File: src/rtl/rv_pkg.sv
// ============================================================================
// Module   : rv_pkg
// Purpose  : Shared types for the data-memory arbiter: arbitration mode enum
//            and the packed memory request record.
// Revision : 1.0 - initial release
// ============================================================================
`default_nettype none

package rv_pkg;

    localparam int XLEN = 32;

    // Arbitration mode of the starvation FSM.
    typedef enum logic [0:0] {
        PRI_M0   = 1'b0,
        FORCE_M1 = 1'b1
    } arb_mode_e;

    // One memory request, used for both master inputs and the memory port.
    typedef struct packed {
        logic [XLEN-1:0]   addr;
        logic              wen;
        logic [XLEN/8-1:0] wstrb;
        logic [XLEN-1:0]   wdata;
    } dmem_req_t;

endpackage

`default_nettype wire

File: src/rtl/rv_arb_starve_ctr.sv
// ============================================================================
// Module   : rv_arb_starve_ctr
// Purpose  : Saturating count of consecutive cycles master 1 was denied, plus
//            the two-state priority FSM that forces master 1 to win once the
//            count reaches STARVE_MAX. Legal STARVE_MAX range is 1..15.
// Revision : 1.0 - initial release
// ============================================================================
`default_nettype none

module rv_arb_starve_ctr #(
    parameter  int STARVE_MAX = 4,
    localparam int CW         = $clog2(STARVE_MAX + 1)
) (
    input  logic          clk,
    input  logic          rst,
    input  logic          m1_req,
    input  logic          gnt1,
    output logic          force_m1,
    output logic [CW-1:0] starve_cnt
);
    import rv_pkg::*;

    localparam logic [CW-1:0] CNT_MAX = CW'(STARVE_MAX);

    arb_mode_e mode;
    arb_mode_e mode_next;
    logic      deny;

    // Master 1 is waiting this cycle: it asked and lost.
    assign deny = m1_req && !gnt1;

    // Denied-cycle counter: count up to the limit, clear whenever m1 is
    // served or stops asking.
    always_ff @(posedge clk or posedge rst) begin
        if (rst) begin
            starve_cnt <= '0;
        end else if (deny) begin
            if (starve_cnt != CNT_MAX) begin
                starve_cnt <= starve_cnt + 1'b1;
            end
        end else begin
            starve_cnt <= '0;
        end
    end

    // Priority mode register.
    always_ff @(posedge clk or posedge rst) begin
        if (rst) begin
            mode <= PRI_M0;
        end else begin
            mode <= mode_next;
        end
    end

    // Enter FORCE_M1 on the denial that brings the count to the limit; leave
    // as soon as m1 is served or withdraws.
    always_comb begin
        mode_next = mode;
        case (mode)
            PRI_M0: begin
                if (deny && (starve_cnt == CNT_MAX - 1'b1)) begin
                    mode_next = FORCE_M1;
                end
            end
            FORCE_M1: begin
                if (gnt1 || !m1_req) begin
                    mode_next = PRI_M0;
                end
            end
            default: mode_next = PRI_M0;
        endcase
    end

    // Mode decode for the grant logic.
    always_comb begin
        force_m1 = (mode == FORCE_M1);
    end

endmodule

`default_nettype wire

File: src/rtl/rv_dmem_arb.sv
// ============================================================================
// Module   : rv_dmem_arb
// Purpose  : Two-master arbiter for the single-port data memory. Master 0 has
//            fixed priority; master 1 is guaranteed service after STARVE_MAX
//            consecutive denials. Grants and the memory mux are combinational,
//            read data and read-valid are registered one cycle after grant.
//            XLEN must equal rv_pkg::XLEN (the request record is sized by it).
// Revision : 1.0 - initial release
// ============================================================================
`default_nettype none

module rv_dmem_arb #(
    parameter int XLEN       = rv_pkg::XLEN,
    parameter int STARVE_MAX = 4
) (
    input  logic              i_arb_clk,
    input  logic              i_arb_rst,
    input  logic              i_arb_m0_req,
    input  logic [XLEN-1:0]   i_arb_m0_addr,
    input  logic              i_arb_m0_wen,
    input  logic [XLEN/8-1:0] i_arb_m0_wstrb,
    input  logic [XLEN-1:0]   i_arb_m0_wdata,
    output logic              o_arb_m0_gnt,
    output logic              o_arb_m0_rvalid,
    output logic [XLEN-1:0]   o_arb_m0_rdata,
    input  logic              i_arb_m1_req,
    input  logic [XLEN-1:0]   i_arb_m1_addr,
    input  logic              i_arb_m1_wen,
    input  logic [XLEN/8-1:0] i_arb_m1_wstrb,
    input  logic [XLEN-1:0]   i_arb_m1_wdata,
    output logic              o_arb_m1_gnt,
    output logic              o_arb_m1_rvalid,
    output logic [XLEN-1:0]   o_arb_m1_rdata,
    output logic [XLEN-1:0]   o_arb_dmem_addr,
    output logic              o_arb_dmem_wen,
    output logic [XLEN/8-1:0] o_arb_dmem_wstrb,
    output logic [XLEN-1:0]   o_arb_dmem_wdata,
    input  logic [XLEN-1:0]   i_arb_dmem_rdata
);
    import rv_pkg::*;

    localparam int CW = $clog2(STARVE_MAX + 1);

    dmem_req_t     m0_bus;
    dmem_req_t     m1_bus;
    dmem_req_t     mem_bus;
    logic          gnt0;
    logic          gnt1;
    logic          force_m1;
    logic [CW-1:0] starve_cnt;

    assign m0_bus = '{addr: i_arb_m0_addr, wen: i_arb_m0_wen,
                      wstrb: i_arb_m0_wstrb, wdata: i_arb_m0_wdata};
    assign m1_bus = '{addr: i_arb_m1_addr, wen: i_arb_m1_wen,
                      wstrb: i_arb_m1_wstrb, wdata: i_arb_m1_wdata};

    // m1 wins when alone or when forced; m0 takes anything m1 did not win.
    assign gnt1 = i_arb_m1_req && (!i_arb_m0_req || force_m1);
    assign gnt0 = i_arb_m0_req && !gnt1;

    assign o_arb_m0_gnt = gnt0;
    assign o_arb_m1_gnt = gnt1;

    rv_arb_starve_ctr #(
        .STARVE_MAX (STARVE_MAX)
    ) u_ctr (
        .clk        (i_arb_clk),
        .rst        (i_arb_rst),
        .m1_req     (i_arb_m1_req),
        .gnt1       (gnt1),
        .force_m1   (force_m1),
        .starve_cnt (starve_cnt)
    );

    // Route the granted master to memory; an idle port is driven all-zero so
    // memory can never see a stray write.
    always_comb begin
        mem_bus = '0;
        if (gnt0) begin
            mem_bus = m0_bus;
        end else if (gnt1) begin
            mem_bus = m1_bus;
        end
    end

    assign o_arb_dmem_addr  = mem_bus.addr;
    assign o_arb_dmem_wen   = mem_bus.wen;
    assign o_arb_dmem_wstrb = mem_bus.wstrb;
    assign o_arb_dmem_wdata = mem_bus.wdata;

    // Capture read data for the granted reader; rvalid is a one-cycle pulse
    // per granted read and rdata holds between reads.
    always_ff @(posedge i_arb_clk or posedge i_arb_rst) begin
        if (i_arb_rst) begin
            o_arb_m0_rvalid <= 1'b0;
            o_arb_m1_rvalid <= 1'b0;
            o_arb_m0_rdata  <= '0;
            o_arb_m1_rdata  <= '0;
        end else begin
            o_arb_m0_rvalid <= gnt0 && !i_arb_m0_wen;
            o_arb_m1_rvalid <= gnt1 && !i_arb_m1_wen;
            if (gnt0 && !i_arb_m0_wen) begin
                o_arb_m0_rdata <= i_arb_dmem_rdata;
            end
            if (gnt1 && !i_arb_m1_wen) begin
                o_arb_m1_rdata <= i_arb_dmem_rdata;
            end
        end
    end

endmodule

`default_nettype wire

File: config.mk
export PLATFORM = sky130hd
export DESIGN_NAME = rv_dmem_arb
export DESIGN_NICKNAME = d
export VERILOG_FILES = /design/src/rtl/rv_pkg.sv /design/src/rtl/rv_arb_starve_ctr.sv /design/src/rtl/rv_dmem_arb.sv
export SDC_FILE = /design/constraint.sdc
export NUM_CORES = 1
export LEC_CHECK = 0
export ABC_CLOCK_PERIOD_IN_PS = 2100
export CORE_ASPECT_RATIO = 0.5
export CORE_MARGIN = 2
export CORE_UTILIZATION = 33
export CTS_CLUSTER_SIZE = 12
export DETAILED_ROUTE_END_ITERATION = 12
export PLACE_DENSITY = 0.91
export RECOVER_POWER = 100
export SYNTH_ARGS = -nofsm -noshare
export SYNTH_HDL_FRONTEND = slang
export SYNTH_SLANG_ARGS = --single-unit
File: constraint.sdc
create_clock -name i_arb_clk -period 2.1 [get_ports i_arb_clk]
set_input_delay 0.21 -clock i_arb_clk [delete_from_list [all_inputs] [get_ports i_arb_clk]]
set_output_delay 0.21 -clock i_arb_clk [all_outputs]
set_load 0.02 [all_outputs]
==> results.py, run 1 <==
metrics = {
    "sta": {
        "finalSetupViolations": 0,
        "report.final.slew_viol_count": 71,
        "timing.hold.ws_ns": 0.441,
        "tightest_slew_ns": 1.57,
        "skew_ns": 0.00284,
        "period_needed_ns": 2.02,
        "timing.final.hold_violations": 0,
        "fmax_mhz": 496,
        "tns_ns": 0,
        "rsz0062_at_grt": "no",
        "period_share": 0.961,
        "max-slew-margin-rel": -0.0434,
    },
    "clock_network": {
        "cts_made_buffers": 9,
        "cts_max_level": 3,
        "insertion_delay_ns": 0.32,
        "clock_sinks": 70,
        "path_clk_slew_ns": 0.05,
        "cts_buffer_depth": 2,
        "clockRootBuffer": "clkbuf_16",
        "cts_tree": "built",
        "hold_buffers": 0,
    },
    "synth": {
        "synth_fp_nets": 578,
        "ys_types": 22,
        "ys_seq_area_frac": 0.464,
        "ys_warn_count": 0,
        "post_synth.cell_area_avg_um2": 9.41,
        "synth_area_mm2": 0.00377,
        "ys_ff_latch": 70,
        "syn_inst": 401,
    },
    "drt": {
        "routedWlPerCell_um": 17.8,
        "ant_nets": 0,
        "vias": 4221,
        "drc": 0,
        "drt_iter0_markers": 338,
        "routed_via_density": 4.96,
        "routed_wl_mm": 15.1,
        "dr.pass1.iters": 5,
    },
    "worst_setup_path": {
        "critPathBufInv": 3,
        "cp-end-kind": "output port",
        "crit_start": "u_ctr.force_m1",
        "worst-endpoint-required_ns": 1.89,
        "start_kind": "register",
        "arrival_ns": 1.81,
        "r2r-start": "u_ctr.force_m1",
        "cp_max_fo": 37,
        "cp_slowest_stage_delay_ns": 0.37,
        "critPathSlowestCell": "dfrtp_1",
        "path_cells": "nand2b_2 -> nand2_1 -> inv_1 -> buf_12 -> o21ai_1 -> clkdlybuf4s15_2",
        "cp_top_family": "buffers and inverters",
        "crit_type": "register to output port",
    },
    "placement": {
        "placed_area_mm2": 0.00704,
        "hpwl_mm": 11.4,
        "place.port_buffers": 310,
        "gp_congestion": 0.950,
    },
    "hold_path": {
        "hold_path_startpoint": "i_arb_m1_req",
        "holdCritPathClass": "primary input to register",
    },
    "pwr": {
        "pwr_density_cell_mw_per_mm2": 697,
        "power.total_mw": 4.91,
        "power_leakage_nw": 2.99,
        "peakVddDrop_mv": 0.452,
    },
    "final_layout": {
        "drive_gt1_frac": 0.177,
        "nFillCells": 966,
        "finalInstanceArea_mm2": 0.00704,
        "antenna_cells": 0,
        "fin_nets": 878,
        "postLayoutCoreUtil": 0.635,
        "syn2layout_area_growth_pct": 86.5,
    },
    "floorplan": {
        "die_y_um": 79.6,
        "start_util": 0.341,
        "io-pin-count": 311,
        "rows": 27,
        "fp.coreArea_mm2": 0.0111,
        "dieArea_mm2": 0.0124,
        "die_w_um": 155,
    },
    "global_routing": {
        "gr-total-overflow": 0,
        "antenna_found_initial": 0,
        "grt_start_max_net_pins": 71,
        "grt.total_usage": 0.238,
        "grt_pass1_vias": 4266,
        "grt_pass1_wl_mm": 23.0,
    },
    "run_status": {
        "violations": "max-capacitance violations, max-slew violations",
        "outcome": "finished with violations",
    },
    "run": {
        "cap_violations": 1,
    },
}
[flip-flops by register name (all words and copies together), names as in the netlist]
register          cells
u_ctr.force_m1        1
u_ctr.starve_cnt      3
o_arb_m1_rdata       32
o_arb_m1_rvalid       1
o_arb_m0_rdata       32
o_arb_m0_rvalid       1
[layout make-up]
type	instances	area, µm²	share of cell area
Tap cell	145	181	0.0258
Clock inverter	6	61.3	0.00871
Timing Repair Buffer	326	2980	0.423
Multi-Input combinational cell	288	1800	0.256
Inverter	6	22.5	0.00320
Clock buffer	10	239	0.0339
Sequential cell	70	1750	0.249
[cell usage in the layout, fill, tap and decap left out, drive strengths merged]
cell type,netlist,layout
clkdlybuf4s50,0,172
nand2,73,73
dfrtp,70,70
nand3,69,69
o21ai,68,68
dlygate4sd3,0,66
mux2,64,64
clkbuf,22,56
dlygate4sd2,0,17
buf,15,16
inv,6,5
clkinv,0,5
clkdlybuf4s15,0,5
dlygate4sd1,0,4
a21oi,3,3
ha,3,3
nor2,2,2
nor2b,1,1
xnor2,1,1
nor3b,1,1
a211oi,1,1
nand2b,1,1
and3,1,1
clkinvlp,0,1
bufinv,0,1
[final timing paths]
kind                                        end  slack [ns]  cells past startpoint
setup / recovery           o_arb_dmem_wdata[21]        0.08                      6
hold / removal              u_ctr.starve_cnt[0]        0.44                      4
setup reg to reg             o_arb_m1_rdata[12]        0.14                      5
hold reg to reg              o_arb_m1_rdata[22]        0.49                      1
max in group asynchronous    o_arb_m1_rdata[12]        0.42                      3
min in group asynchronous     o_arb_m0_rdata[9]        0.75                      3
[cells by family after synthesis]
family	after synthesis	share of synthesized area
mux	64	0.191
xor+xnor	1	0.00232
simple gates	148	0.178
flops	70	0.464
buf+inv	43	0.0554
fa+ha+maj	3	0.00994
compound gates	72	0.0994
[cells in the mapped netlist (all sizes together)]
master / number / area, µm²
a21oi: 3 / 15.0
xnor2: 1 / 8.76
mux2: 64 / 721
nand3: 69 / 345
nand2b: 1 / 6.26
buf: 15 / 100
clkbuf: 22 / 86.3
ha: 3 / 37.5
nor2: 2 / 7.51
a211oi: 1 / 20.0
nand2: 73 / 274
inv: 6 / 22.5
o21ai: 68 / 340
nor3b: 1 / 18.8
dfrtp: 70 / 1750
and3: 1 / 6.26
nor2b: 1 / 13.8
[layer usage]
metal | track usage | vias up | share of wire
met1 | 0.294 | 2004 | 0.41
met4 | 0.0927 | 0 | 0.028
li1 | - | 1987 | -
met2 | 0.405 | 194 | 0.49
met3 | 0.0619 | 36 | 0.075
met5 | 0 | - | 0
[report_power, final]
| part | switching [mW] | leakage, nW | internal (mW) |
|---|---|---|---|
| registers | 0.0980 | 0.835 | 1.56 |
| clock network | 0.536 | 0.148 | 0.946 |
| logic | 0.890 | 2.01 | 0.874 |
| total | 1.52 | 2.99 | 3.38 |
[per-stage QoR]
step	cells	setup slack [ns]
3_3_place_gp	835	0.0123
6_report	851	0.0823
2_1_floorplan	401	0.122
5_1_grt	851	0.00195
4_1_cts	851	0.00134
3_5_place_dp	835	0.00579
[worst register-to-register path: stages (launching register included)]
cell and delay (ns):
dfrtp_1 0.33, buf_4 0.13, nor2b_4 0.04, nor3b_4 0.17, clkbuf_2 0.72, mux2_2 0.45
[timing repair]
item / CTS / global route
setup buffers: 0 / 0
gates resized for setup: 79 / 144
endpoints found under the setup margin: 70 / 53
Note: power is estimated with default switching activity, not from simulation.
==> inputs of run 2 (changes only) <==
ABC_CLOCK_PERIOD_IN_PS = 1800   (was 2100)
CORE_UTILIZATION = 30   (was 33)
PLACE_DENSITY = 0.87   (was 0.91)
clock period = 1.8 ns   (was 2.1 ns; I/O delays follow)
==> results.py, run 2 (synthesized netlist as in run 1, its figures left out) <==
metrics = {
    "final_layout": {
        "mostFrequentLayoutCell": "clkdlybuf4s50_1",
        "drive_gt1_frac": 0.258,
        "nFillCells": 1050,
        "layout_common_cells": "clkdlybuf4s50_1, nand2_1, dfrtp_1",
        "reg_top3": "o_arb_m0_rdata x32, o_arb_m1_rdata x32, u_ctr.starve_cnt x3",
        "syn2layout_area_growth_pct": 91.2,
        "antenna_cells": 0,
        "fin_nets": 891,
    },
    "global_routing": {
        "gr-total-overflow": 0,
        "gr-max-usage-layer": "met2",
        "use_met3": 0.0519,
        "antenna_found_initial": 0,
        "use_met2": 0.384,
        "grt.total_usage": 0.215,
        "met1_usage": 0.252,
        "grt_pass1_vias": 4295,
        "grt_start_max_net_pins": 43,
        "grt_pass1_wl_mm": 23.2,
    },
    "pwr": {
        "power_leakage_nw": 3.12,
        "switching_power_mw": 1.75,
        "peakVddDrop_mv": 0.589,
        "seqPwrFrac": 0.346,
        "power.total_mw": 5.60,
        "pwr_density_cell_mw_per_mm2": 776,
        "power.internal_mw": 3.85,
        "clkPwrFrac": 0.274,
        "p_sw_frac": 0.312,
        "p_comb_frac": 0.380,
    },
    "clock_network": {
        "post_cts_buffers": 0,
        "cts_buffer_depth": 2,
        "cts_max_level": 3,
        "clock_sinks": 70,
        "path_clk_slew_ns": 0.05,
        "insertion_delay_ns": 0.32,
        "cts_made_buffers": 9,
        "cts_tree": "built",
        "clockRootBuffer": "clkbuf_16",
        "hold_buffers": 0,
    },
    "sta": {
        "timing.final.hold_violations": 0,
        "timing.hold.ws_ns": 0.485,
        "report.final.slew_viol_count": 0,
        "max-slew-margin-rel": 0.313,
        "fmax_mhz": 572,
        "period_share": 0.972,
        "rsz0062_at_grt": "yes",
        "period_needed_ns": 1.75,
        "tightest_slew_ns": 1.03,
        "skew_ns": 0.00470,
        "finalSetupViolations": 0,
    },
    "drt": {
        "vias": 4181,
        "drc": 0,
        "routed_wl_mm": 15.2,
        "ant_nets": 0,
        "drt_iter0_markers": 248,
        "dr.pass1.iters": 5,
        "routed_via_density": 4.74,
        "routedWlPerCell_um": 17.2,
    },
    "placement": {
        "gp_congestion": 0.896,
        "place.port_buffers": 310,
        "hpwl_mm": 11.5,
    },
    "worst_setup_path": {
        "crit_type": "register to output port",
        "cp-end-kind": "output port",
        "ff2ff_path_depth": 6,
        "arrival_ns": 1.57,
        "worst-endpoint-required_ns": 1.62,
        "start_kind": "register",
        "cp_max_fo": 3,
    },
    "hold_path": {
        "min_path_cells": 1,
        "holdCritPathClass": "register to register",
    },
    "floorplan": {
        "io-pin-count": 311,
        "start_util": 0.313,
        "die_w_um": 163,
        "fp.coreArea_mm2": 0.0121,
        "die_y_um": 83.3,
        "dieArea_mm2": 0.0136,
        "rows": 28,
    },
    "run_status": {
        "outcome": "finished, final reports clean",
    },
    "run": {
        "cap_violations": 0,
    },
}
## run 2: worst paths after layout
path,from,endpoint,slack [ns]
min,o_arb_m1_rdata[22],o_arb_m1_rdata[22],0.48
min reg2reg,o_arb_m1_rdata[22],o_arb_m1_rdata[22],0.48
max in group asynchronous,i_arb_rst,u_ctr.starve_cnt[0],0.47
min in group asynchronous,i_arb_rst,o_arb_m0_rdata[26],0.55
max,u_ctr.force_m1,o_arb_dmem_wen,0.05
max reg2reg,u_ctr.force_m1,o_arb_m1_rdata[27],0.09
## run 2: layer usage
layer,part of all wire,routed length [µm]
met1,0.40,6090
met2,0.51,7750
met3,0.068,1030
met4,0.022,342
met5,0,0
## run 2: power by group through the flow
| stage | registers, mW | logic (mW) | clock network [mW] |
|---|---|---|---|
| after CTS | 1.95 | 2.23 | 1.59 |
| final | 1.94 | 2.13 | 1.53 |
| after global placement | 1.96 | 2.26 | 0 |
| after global routing | 1.97 | 2.25 | 1.65 |
| after detailed placement | 1.98 | 2.29 | 0 |
| after floorplan | 2.28 | 0.648 | 0 |
## run 2: final cells by class
cell class                      count  area [µm²]  share of cell area
Timing Repair Buffer              339        3140               0.436
Sequential cell                    70        1750               0.243
Clock buffer                       12         246              0.0341
Multi-Input combinational cell    288        1830               0.254
Inverter                            6        28.8             0.00399
Tap cell                          165         206              0.0286
Clock inverter                      2        10.0             0.00139
## run 2: timing repair
action	in CTS	in global routing
setup endpoints to repair	71	52
cloned	1	2
resized for setup	396	57
## run 2: metrics by stage
stage / utilization / area, µm² / instances / worst slack (ns) / TNS [ns]
3_5_place_dp: 0.598 / 7200 / 865 / -0.267 / -9.28
3_3_place_gp: 0.598 / 7200 / 865 / -0.246 / -6.36
5_1_grt: 0.599 / 7220 / 882 / -0.0136 / -0.0548
6_report: 0.599 / 7220 / 882 / 0.0512 / 0
2_1_floorplan: - / 3780 / 401 / 0.0522 / 0
4_1_cts: 0.600 / 7230 / 880 / -0.0308 / -0.0807
## run 2: critical path, cell delays in order, from the launching register on
cell and delay (ns):
dfrtp_1 0.37, nand2b_4 0.15, nand2_2 0.08, buf_4 0.15, a21oi_1 0.12, dlygate4sd2_1 0.38
